==> src/rtl/fifo_reader.sv <==
// fifo_reader: read-side master for an 8-deep FIFO whose RAM has a registered
// read port. Issues one read per cycle while the FIFO is non-empty and
// downstream credit exists, and absorbs the one-cycle RAM latency in a
// 2-entry output buffer.
// Ports:
//   clk, rst_n    clock, asynchronous active-low reset
//   en            enables issuing new FIFO reads
//   fifo_empty    FIFO empty flag (sampled combinationally)
//   fifo_rdata    FIFO read data, valid the cycle after fifo_rd
//   fifo_rd       FIFO read strobe (combinational)
//   out_data      head word of the output buffer (registered)
//   out_valid     out_data holds a valid word (registered)
//   out_ready     consumer accepts the head word this cycle
//   rd_count      wrapping count of words accepted by the consumer
module fifo_reader #(
  parameter int unsigned DW    = 8,
  parameter int unsigned CNT_W = 8
) (
  input  logic             clk,
  input  logic             rst_n,
  input  logic             en,
  input  logic             fifo_empty,
  input  logic [DW-1:0]    fifo_rdata,
  output logic             fifo_rd,
  output logic [DW-1:0]    out_data,
  output logic             out_valid,
  input  logic             out_ready,
  output logic [CNT_W-1:0] rd_count
);

  typedef enum logic [1:0] {
    EMPTY = 2'd0,
    ONE   = 2'd1,
    FULL  = 2'd2
  } state_e;

  state_e             state_q, state_d;
  logic               inflight_q;
  logic [DW-1:0]      head_q, head_d;
  logic [DW-1:0]      tail_q, tail_d;
  logic               out_valid_q, out_valid_d;
  logic [CNT_W-1:0]   cnt_q, cnt_d;

  logic               pop_c;
  logic               cap_c;
  logic [2:0]         credit_c;
  logic               rd_c;

  // Handshake and capture strobes; capture is unconditional one cycle after a read.
  assign pop_c = out_valid_q & out_ready;
  assign cap_c = inflight_q;

  // Slots committed after this edge; a read is allowed only if it still fits.
  // pop implies occupancy >= 1, so the subtraction cannot underflow.
  assign credit_c = {1'b0, state_q} + 3'(inflight_q) - 3'(pop_c);
  assign rd_c     = rst_n & en & ~fifo_empty & (credit_c < 3'd2);

  // Buffer occupancy / ordering next-state logic.
  always_comb begin
    state_d     = state_q;
    head_d      = head_q;
    tail_d      = tail_q;
    cnt_d       = cnt_q + CNT_W'(pop_c);
    out_valid_d = out_valid_q;
    case (state_q)
      EMPTY: begin
        if (cap_c) begin
          head_d  = fifo_rdata;
          state_d = ONE;
        end
      end
      ONE: begin
        case ({cap_c, pop_c})
          2'b11: head_d = fifo_rdata;
          2'b10: begin
            tail_d  = fifo_rdata;
            state_d = FULL;
          end
          2'b01: state_d = EMPTY;
          default: state_d = ONE;
        endcase
      end
      FULL: begin
        // Credit prevents capture here; the pop+capture arm keeps order regardless.
        if (pop_c) begin
          head_d = tail_q;
          if (cap_c) begin
            tail_d = fifo_rdata;
          end else begin
            state_d = ONE;
          end
        end
      end
      default: state_d = EMPTY;
    endcase
    out_valid_d = (state_d != EMPTY);
  end

  // State registers.
  always_ff @(posedge clk or negedge rst_n) begin
    if (!rst_n) begin
      state_q     <= EMPTY;
      inflight_q  <= 1'b0;
      head_q      <= '0;
      tail_q      <= '0;
      out_valid_q <= 1'b0;
      cnt_q       <= '0;
    end else begin
      state_q     <= state_d;
      inflight_q  <= rd_c;
      head_q      <= head_d;
      tail_q      <= tail_d;
      out_valid_q <= out_valid_d;
      cnt_q       <= cnt_d;
    end
  end

  assign fifo_rd   = rd_c;
  assign out_data  = head_q;
  assign out_valid = out_valid_q;
  assign rd_count  = cnt_q;

endmodule

==> config.mk <==
export PLATFORM = sky130hd
export DESIGN_NAME = fifo_reader
export DESIGN_NICKNAME = d
export VERILOG_FILES = /design/src/rtl/fifo_reader.sv
export SDC_FILE = /design/constraint.sdc
export NUM_CORES = 1
export LEC_CHECK = 0
export CAP_MARGIN = 20
export CORE_UTILIZATION = 52
export CTS_CLUSTER_DIAMETER = 120
export DETAILED_ROUTE_END_ITERATION = 7
export PLACE_DENSITY_LB_ADDON = 0.15
export SYNTH_ARGS = -nofsm -noshare
export SYNTH_HDL_FRONTEND = slang
export SYNTH_SLANG_ARGS = --single-unit
export TNS_END_PERCENT = 1
==> constraint.sdc <==
create_clock -name clk -period 5.2 [get_ports clk]
set_input_delay 1.04 -clock clk [delete_from_list [all_inputs] [get_ports clk]]
set_output_delay 1.04 -clock clk [all_outputs]
set_load 0.1 [all_outputs]
=== Word level (Yosys, flattened, before mapping) ===
Index checks and enable logic that the tools add are counted.

* Reductions and logical operators: 6
* Add/subtract/negate cells: 3
* Mux-type cells: 12
* Order comparisons: 1
* Eq/ne operators: 10
* Bitwise operators: 5

{| class="wikitable"
|+ Operator list
! cell !! count
|-
| $mux W8 || 5
|-
| $pmux W8 S3 || 1
|-
| $pmux W8 S2 || 1
|-
| $pmux W2 S3 || 2
|-
| $add A8 B1 Y8 || 1
|-
| $ne A2 B2 Y1 const B || 4
|-
| $reduce_and A4 Y1 || 2
|-
| $eq A2 B2 Y1 const B || 3
|-
| $mux W2 || 3
|-
| $and A1 B1 Y1 || 4
|-
| $eq A2 B1 Y1 const B || 2
|-
| $reduce_bool A2 Y1 || 2
|-
| $add A2 B1 Y3 || 1
|-
| $lt A3 B2 Y1 const B || 1
|-
| $reduce_bool A3 Y1 || 1
|-
| $sub A3 B1 Y3 || 1
|-
| $logic_not A2 Y1 || 1
|-
| $ne A2 B1 Y1 const B || 1
|-
| $not A1 Y1 || 1
|}

* Input bits: 13
* Output and inout bits: 18
* Word-level logic and storage cells: 43
* Bits in registers: 28

=== Longest topological paths before layout ===
Gate-level depths: netlist of run 1.

* Word-level depth: 5
* Mapped depth: 7
* Gate-level depth less buffers: 7

=== Worst setup path before layout of run 1 ===
OpenSTA, ideal clock, no wires.

* Path kind: flip-flop to output port
* Start point: register out_valid_q, in the netlist out_valid
* End point: output fifo_rd
* Required time: 4160 ps
* Stages on the path, launching flop included: 7
* Arrival: 3583 ps
* Buffers on the path: 0
* Setup slack: 577 ps
* Path through: dfrtp_1 -> nand2_1 -> ha_1 -> nand2b_1 -> fa_1 -> nand4b_1 -> nor2_1

* Cells in the longest elaborated chain, start to end: 4

{| class="wikitable"
|+ Ends and longest elaborated chain
! element !! line !! text
|-
| start: declaration || 41 || <nowiki>logic out_valid_q, out_valid_d;</nowiki>
|-
| start signal: assignment || 113 || <nowiki>out_valid_q <= out_valid_d;</nowiki>
|-
| $and A1 B1 Y1 || 50 || <nowiki>assign pop_c = out_valid_q & out_ready;</nowiki>
|-
| $sub A3 B1 Y3 || 55 || <nowiki>assign credit_c = {1'b0, state_q} + 3'(inflight_q) - 3'(pop_c);</nowiki>
|-
| $lt A3 B2 Y1 || 56 || <nowiki>assign rd_c = rst_n & en & ~fifo_empty & (credit_c < 3'd2);</nowiki>
|-
| $and A1 B1 Y1 || 56 ||
|-
| end: declaration || 24 || <nowiki>output logic fifo_rd,</nowiki>
|}

No other way between the ends.

=== Worst setup path in the final report of run 1 ===
* Start point: input out_ready
* End point: output fifo_rd

* Cells in the longest elaborated chain, start to end: 4

{| class="wikitable"
|+ Ends and longest elaborated chain
! element !! line !! text
|-
| start: declaration || 27 || <nowiki>input logic out_ready,</nowiki>
|-
| $and A1 B1 Y1 || 50 ||
|-
| $sub A3 B1 Y3 || 55 ||
|-
| $lt A3 B2 Y1 || 56 ||
|-
| $and A1 B1 Y1 || 56 ||
|}

No other way between the ends.

==> results.toml, run 1 <==
[run_status]
status = "complete, no violations"

[sta]
setup_viol = 0
grt_setup_unrepaired = "false"
setup_ws_ns = 0.9175
fin_crit_ns = 4.282
fin_setup_tns_ns = 0
max_slew.worst_pin.slew_ns = 0.9797
slew_viol_final = 0
max_freq_mhz = 233.5
fin_skew_ns = 0.009291
hold_viol_final = 0
period_share = 0.8236
relSlewSlack = 0.3449

[worst_setup_path]
crit_required_ns = 4.16
critPathArrivalTime_ns = 3.24
r2r_cells = 4
cp-start-kind = "input port"
critPathKind = "input port to output pin"
cp-startpoint = "out_ready"
worstReg2RegStart = "state_q[1]"
cp-end-kind = "output pin"
cp_max_fo = 5

[floorplanning]
coreArea_um2 = 2276
io_pins = 31
die_h_um = 51.78
start_util = 0.5662
placementRows = 17
design.die.area_um2 = 2681
die_w_um = 51.78

[routing]
antenna_left = 0
routedWlPerCell_um = 14.47
drc_errors = 0
wirelength_um = 2243
firstDrtPassIters = 4
routed-wl-met2_um = 1122
vias_per_cell = 5.445
dr.max_layer_used = "met4"
met3WireLength_um = 94
vias = 844
wl_met1_um = 1009
drtIter0Drc = 13

[global_routing]
overflow = 0
grt.total_usage = 0.2003
grt_max_degree = 30
grt_pass1_wl_um = 3801
grt_antenna_before_repair = 0
grt_pass1_vias = 884

[clock_tree]
cts_buffers = 3
cts_root_buf = "clkbuf_4"
cts_num_sinks = 28
cts_max_level = 1
cts.path.max_buffers = 2
ctsHoldBuffers = 0
clk_pin_slew_ns = 0.15
cts_resized = 0
cts_setup_buffers = 0
cts_tree = "built"
clk_latency_ns = 0.33

[placed_design]
dp_hpwl_um = 1625
dpl.cell_count = 151
numPortBuffers = 30
gp_congestion = 0.7396
dp_slack_ns = 0.9093

[synth]
synth.distinct_cells = 25
syn_area_um2 = 1289
syn-instance-count = 93
ys_ff_latch = 28
synth_area_per_cell_um2 = 13.86
syn_nets = 110
ys_warn_count = 0
ys_seq_area_frac = 0.5437

[cells_and_area]
area_growth_pct = 28.35
fin_nets = 145
diodes = 0
multi_input_area_um2 = 569.3
fin_cells = 155
seqCellArea_um2 = 700.7
fill_cells = 161
drive_gt1_frac = 0.2756

[worst_hold_path]
whs_path_depth = 1
min_from = "rd_count[7]"
hold_class = "flip-flop to flip-flop"

[job]
drv_cap = 0
-- final timing paths --
path / slack (ns) / endpoint
max: 0.92 / fifo_rd
min: 0.50 / rd_count[7]
max reg2reg: 3.28 / tail_q[5]
min reg2reg: 0.50 / rd_count[7]
max in group asynchronous: 3.87 / out_data[1]
min in group asynchronous: 1.06 / cap_c
-- flip-flops by register name, indices dropped and copies added (netlist names) --
| signal | cells |
|---|---|
| rd_count | 8 |
| cap_c | 1 |
| out_valid | 1 |
| tail_q | 8 |
| state_q | 2 |
| out_data | 8 |
-- cells in the mapped netlist --
cell type	number	share of area
or2_2	1	0.0049
xor2_1	3	0.020
nor2b_4	1	0.011
fa_1	1	0.016
dfrtp_1	28	0.54
a21boi_4	1	0.015
o21bai_1	1	0.0058
nand2b_1	1	0.0049
nand4b_1	1	0.0068
nor2_1	2	0.0058
and3_1	2	0.0097
ha_1	3	0.029
o21ai_4	1	0.013
nand3_1	3	0.012
inv_1	2	0.0058
a21oi_1	2	0.0078
nand3b_1	1	0.0058
a22oi_1	1	0.0058
o21ai_1	1	0.0039
mux2_2	24	0.21
nor2b_2	1	0.0068
nand2_1	5	0.015
buf_6	1	0.0087
xnor2_1	4	0.027
o21ai_0	2	0.0078
-- per-stage QoR --
step | util | hold slack (ns) | cell area [um2]
after floorplan | - | 0.4749 | 1289
after global placement | 0.7108 | 0.4570 | 1618
after detailed placement | 0.7108 | 0.4810 | 1618
after CTS | 0.7268 | 0.5050 | 1654
after global routing | 0.7268 | 0.5228 | 1654
final | 0.7268 | 0.4958 | 1654
-- cell type report --
cell class	instances	area share
clock buffer	4	0.02194
inverter	2	0.004539
multi-input combinational	62	0.3442
sequential	28	0.4236
tap	28	0.02118
timing repair buffer	31	0.1846
-- metal layers --
metal / up-vias / track usage
met5: - / 0
li1: 393 / -
met2: 22 / 0.3463
met3: 2 / 0.06140
met4: 0 / 0.06757
met1: 427 / 0.2350
-- critical path, cell delays in order --
cell	delay (ns)
clkdlybuf4s50_1	0.46
nand2_1	0.15
ha_1	0.34
nand2b_1	0.17
fa_1	0.50
nand4b_1	0.09
nor2_1	0.17
buf_4	0.31
-- cells by family (layout without fill, tap and decap cells) --
group                    after synthesis  after routing  synth area share
XOR/XNOR                               7              7           0.04757
flip-flops                            28             28            0.5437
adder cells (fa/ha/maj)                4              4           0.04466
AO/OA/AOI/OAI                          9              9           0.05826
buffers and inverters                  3             37           0.01456
multiplexers                          24             24            0.2097
AND/OR/NAND/NOR                       18             18           0.08156
-- cell usage in the layout (no fill, tap or decap), drive strengths merged --
master	n
clkdlybuf4s50	29
dfrtp	28
mux2	24
nand2	5
xnor2	4
clkbuf	4
o21ai	4
nand3	3
xor2	3
ha	3
inv	2
a21oi	2
nor2	2
and3	2
buf	2
nor2b	2
a22oi	1
or2	1
o21bai	1
nand2b	1
nand4b	1
a21boi	1
nand3b	1
fa	1
Power of run 1 is left out: the tool's default activity adds up to more than one toggle a clock period on the data nets, which glitch-free logic cannot reach.
==> run 2: changes to the inputs <==
--- a/config.mk
+++ b/config.mk
@@ -6,7 +6,7 @@
 export NUM_CORES = 1
 export LEC_CHECK = 0
 export CAP_MARGIN = 20
-export CORE_UTILIZATION = 52
+export CORE_UTILIZATION = 43
 export CTS_CLUSTER_DIAMETER = 120
 export DETAILED_ROUTE_END_ITERATION = 7
 export PLACE_DENSITY_LB_ADDON = 0.15
==> constraint.sdc (replaced) <==
create_clock -name clk -period 3.55 [get_ports clk]
set_input_delay 0.71 -clock clk [delete_from_list [all_inputs] [get_ports clk]]
set_output_delay 0.71 -clock clk [all_outputs]
set_load 0.1 [all_outputs]
==> results.toml, run 2 (same netlist as run 1, synthesis figures left out) <==
[cells_and_area]
area_growth_pct = 30.10
fin_nets = 146
drive_gt1_frac = 0.2891
diodes = 0
layout.cells.most_common = "clkdlybuf4s50_1"
mostFrequentLayoutCells = "29 x clkdlybuf4s50_1, 27 x dfrtp_1, 24 x mux2_2"
fill_cells = 248

[floorplanning]
coreArea_um2 = 2805
die_w_um = 56.75
die_h_um = 56.75
io_pins = 31
start_util = 0.4594
placementRows = 19
design.die.area_um2 = 3220

[sta]
hold_ws_ns = 0.4780
setup_viol = 0
period_share = 0.9476
hold_viol_final = 0
max_slew.worst_pin.slew_ns = 0.9683
max_freq_mhz = 297.3
fin_setup_tns_ns = 0
slew_viol_final = 0
grt_setup_unrepaired = "false"
relSlewSlack = 0.3524
fin_crit_ns = 3.364
setup_ws_ns = 0.1860
fin_skew_ns = 0.008175

[routing]
firstDrtPassIters = 6
antenna_left = 0
vias_per_cell = 5.252
drc_errors = 2
drtIter0Drc = 18
vias = 835
wirelength_um = 2096
routedWlPerCell_um = 13.18

[worst_setup_path]
critPathKind = "input port to output pin"
cp-end-kind = "output pin"
critPathSlowestCell = "fa_1"
crit_required_ns = 2.84
critPathMaxStageDelay_ns = 0.48
cp-start-kind = "input port"
crit_chain = "clkdlybuf4s50_1, nand2_1, ha_1, nand2b_1, fa_1, nand4b_1, nor2_4, buf_12"
cp_max_fo = 3
rrSetupSlack_ns = 1.64
critPathArrivalTime_ns = 2.65

[placed_design]
dp_hpwl_um = 1598
gp_congestion = 0.7613
numPortBuffers = 30
dp_slack_ns = 0.1808

[clock_tree]
cts_setup_buffers = 0
clk_pin_slew_ns = 0.13
cts_num_sinks = 28
cts.path.max_buffers = 2
cts_root_buf = "clkbuf_4"
cts_resized = 0
cts_tree = "built"
clk_latency_ns = 0.32
cts_buffers = 3
cts_max_level = 1
ctsHoldBuffers = 0

[global_routing]
grt_pass1_vias = 879
grt_max_degree = 29
overflow = 0
grt_antenna_before_repair = 0
grt_pass1_wl_um = 3877
grt.total_usage = 0.1552

[job]
drv_cap = 0

[run_status]
status = "complete, but fails checks"
failed_checks = "design-rule violations"

[worst_hold_path]
hold_class = "flip-flop to flip-flop"
-- run 2: final timing paths --
check,start,end,cells past startpoint
min reg2reg,rd_count[7],rd_count[7],1
min,rd_count[7],rd_count[7],1
max reg2reg,state_q[1],tail_q[2],4
min in group asynchronous,rst_n,tail_q[1],2
max in group asynchronous,rst_n,out_valid,2
max,out_ready,fifo_rd,8
-- run 2: layout make-up --
class	instances	area, um2	share of cell area
clock buffer	4	26.28	0.01567
inverter	2	7.507	0.004478
multi-input combinational	62	576.8	0.3440
sequential	28	701.9	0.4187
tap	31	38.79	0.02313
timing repair buffer	32	325.3	0.1940
-- run 2: metal layers --
layer / part of all wire / up-vias / global-route usage
met5: 0 / - / 0
met4: 0.0062 / 0 / 0.06272
met3: 0.040 / 2 / 0.02304
met2: 0.51 / 14 / 0.2636
met1: 0.44 / 424 / 0.1985
li1: - / 395 / -
-- run 2: through the flow --
stage	instance area, um2	utilization	instances
detailed placement	1650	0.5883	155
floorplan	1297	-	93
finish	1677	0.5977	159
CTS	1677	0.5977	159
global route	1677	0.5977	159
global placement	1650	0.5883	155
-- run 2: critical path, delay by kind of cell --
family / cells / cell delay (ns)
adder cells (fa/ha/maj): 2 / 0.77
buffers and inverters: 2 / 0.63
AND/OR/NAND/NOR: 4 / 0.53
Power of run 2 is left out for the same reason.
==> run 3: changes to the inputs <==
--- a/config.mk
+++ b/config.mk
@@ -6,7 +6,7 @@
 export NUM_CORES = 1
 export LEC_CHECK = 0
 export CAP_MARGIN = 20
-export CORE_UTILIZATION = 43
+export CORE_UTILIZATION = 48
 export CTS_CLUSTER_DIAMETER = 120
 export DETAILED_ROUTE_END_ITERATION = 7
 export PLACE_DENSITY_LB_ADDON = 0.15
==> constraint.sdc (replaced) <==
create_clock -name clk -period 3.7 [get_ports clk]
set_input_delay 0.74 -clock clk [delete_from_list [all_inputs] [get_ports clk]]
set_output_delay 0.74 -clock clk [all_outputs]
set_load 0.1 [all_outputs]
==> results.toml, run 3 (same netlist as run 1, synthesis figures left out) <==
[run_status]
status = "complete, no violations"

[job]
drv_cap = 0

[global_routing]
grt_antenna_before_repair = 0
overflow = 0
grt_max_degree = 29
grt.total_usage = 0.1675
grt_pass1_vias = 762
grt_pass1_wl_um = 3367

[routing]
vias_per_cell = 5.196
antenna_left = 0
drc_errors = 0
wirelength_um = 2240
vias = 821
routedWlPerCell_um = 14.18
drtIter0Drc = 9
firstDrtPassIters = 4

[sta]
slew_viol_final = 0
grt_setup_unrepaired = "false"
max_freq_mhz = 288.4
hold_ws_ns = 0.4794
hold_viol_final = 0
setup_viol = 0
fin_crit_ns = 3.468
period_share = 0.9373
max_slew.worst_pin.slew_ns = 0.9718
fin_skew_ns = 0.01506
fin_setup_tns_ns = 0
relSlewSlack = 0.3501

[clock_tree]
cts_resized = 0
cts.path.max_buffers = 2
clk_pin_slew_ns = 0.13
cts_tree = "built"
clk_latency_ns = 0.33
cts_setup_buffers = 0
ctsHoldBuffers = 0
cts_num_sinks = 28
cts_root_buf = "clkbuf_4"
cts_max_level = 1
cts_buffers = 3

[floorplanning]
die_h_um = 53.82
design.die.area_um2 = 2896
placementRows = 18
io_pins = 31
die_w_um = 53.82
start_util = 0.5155
coreArea_um2 = 2500

[cells_and_area]
fin_cells = 158
fin_nets = 146
drive_gt1_frac = 0.2891
area_growth_pct = 31.94
stdcell_area_um2 = 1700
diodes = 0
mostFrequentLayoutCells = "29 x clkdlybuf4s50_1, 28 x dfrtp_1, 24 x mux2_2"
layout.cells.most_common = "clkdlybuf4s50_1"

[worst_setup_path]
cp_max_fo = 3
crit_chain = "clkdlybuf4s50_1, nand2_1, ha_1, nand2b_1, fa_1, nand4b_1, nor2_4, buf_12"
cp-end-kind = "output pin"
crit_required_ns = 2.96
critPathMaxStageDelay_ns = 0.48
critPathKind = "input port to output pin"
critPathArrivalTime_ns = 2.73
cp-start-kind = "input port"
critPathSlowestCell = "fa_1"

[placed_design]
dpl.cell_count = 154
dpl_cell_area_um2 = 1648
gp_congestion = 0.7780
numPortBuffers = 30

[worst_hold_path]
hold_class = "flip-flop to flip-flop"
==> run 3: layout make-up <==
type	instances	area [um2]
Tap cell	30	37.54
Multi-Input combinational cell	62	576.8
Clock inverter	1	30.03
Fill cell	178	799.5
Clock buffer	3	22.52
Inverter	2	7.507
Sequential cell	28	700.7
Timing Repair Buffer	32	325.3
==> run 3: path summary, 6_finish.rpt <==
check | startpoint | end | slack (ns) | cells past startpoint
setup / recovery | out_ready | fifo_rd | 0.23 | 8
hold / removal | rd_count[7] | rd_count[7] | 0.48 | 1
setup reg to reg | state_q[1] | tail_q[0] | 1.80 | 4
hold reg to reg | rd_count[7] | rd_count[7] | 0.48 | 1
max in group asynchronous | rst_n | rd_count[4] | 2.62 | 2
min in group asynchronous | rst_n | state_q[1] | 0.81 | 2
==> run 3: through the flow <==
stage,util,setup WS [ns]
2_1_floorplan,-,0.09582
3_3_place_gp,0.6592,0.2892
3_5_place_dp,0.6592,0.2259
4_1_cts,0.6802,0.2165
5_1_grt,0.6802,0.1389
6_report,0.6802,0.2320
==> run 3: layer usage <==
metal  vias to the layer above  wire [um]  global-route usage
li1                        395          -                   -
met1                       405       1081              0.2145
met2                        19       1047              0.2737
met3                         2         98             0.02825
met4                         0         13             0.07895
met5                         -          0                   0
==> run 3: worst max-delay path: cells and delay by family <==
| kind | cells | cell delay [ns] |
|---|---|---|
| and+or+nand+nor | 4 | 0.56 |
| adders and majority gates | 2 | 0.79 |
| buffers and inverters | 2 | 0.63 |
Power of run 3 is left out for the same reason.
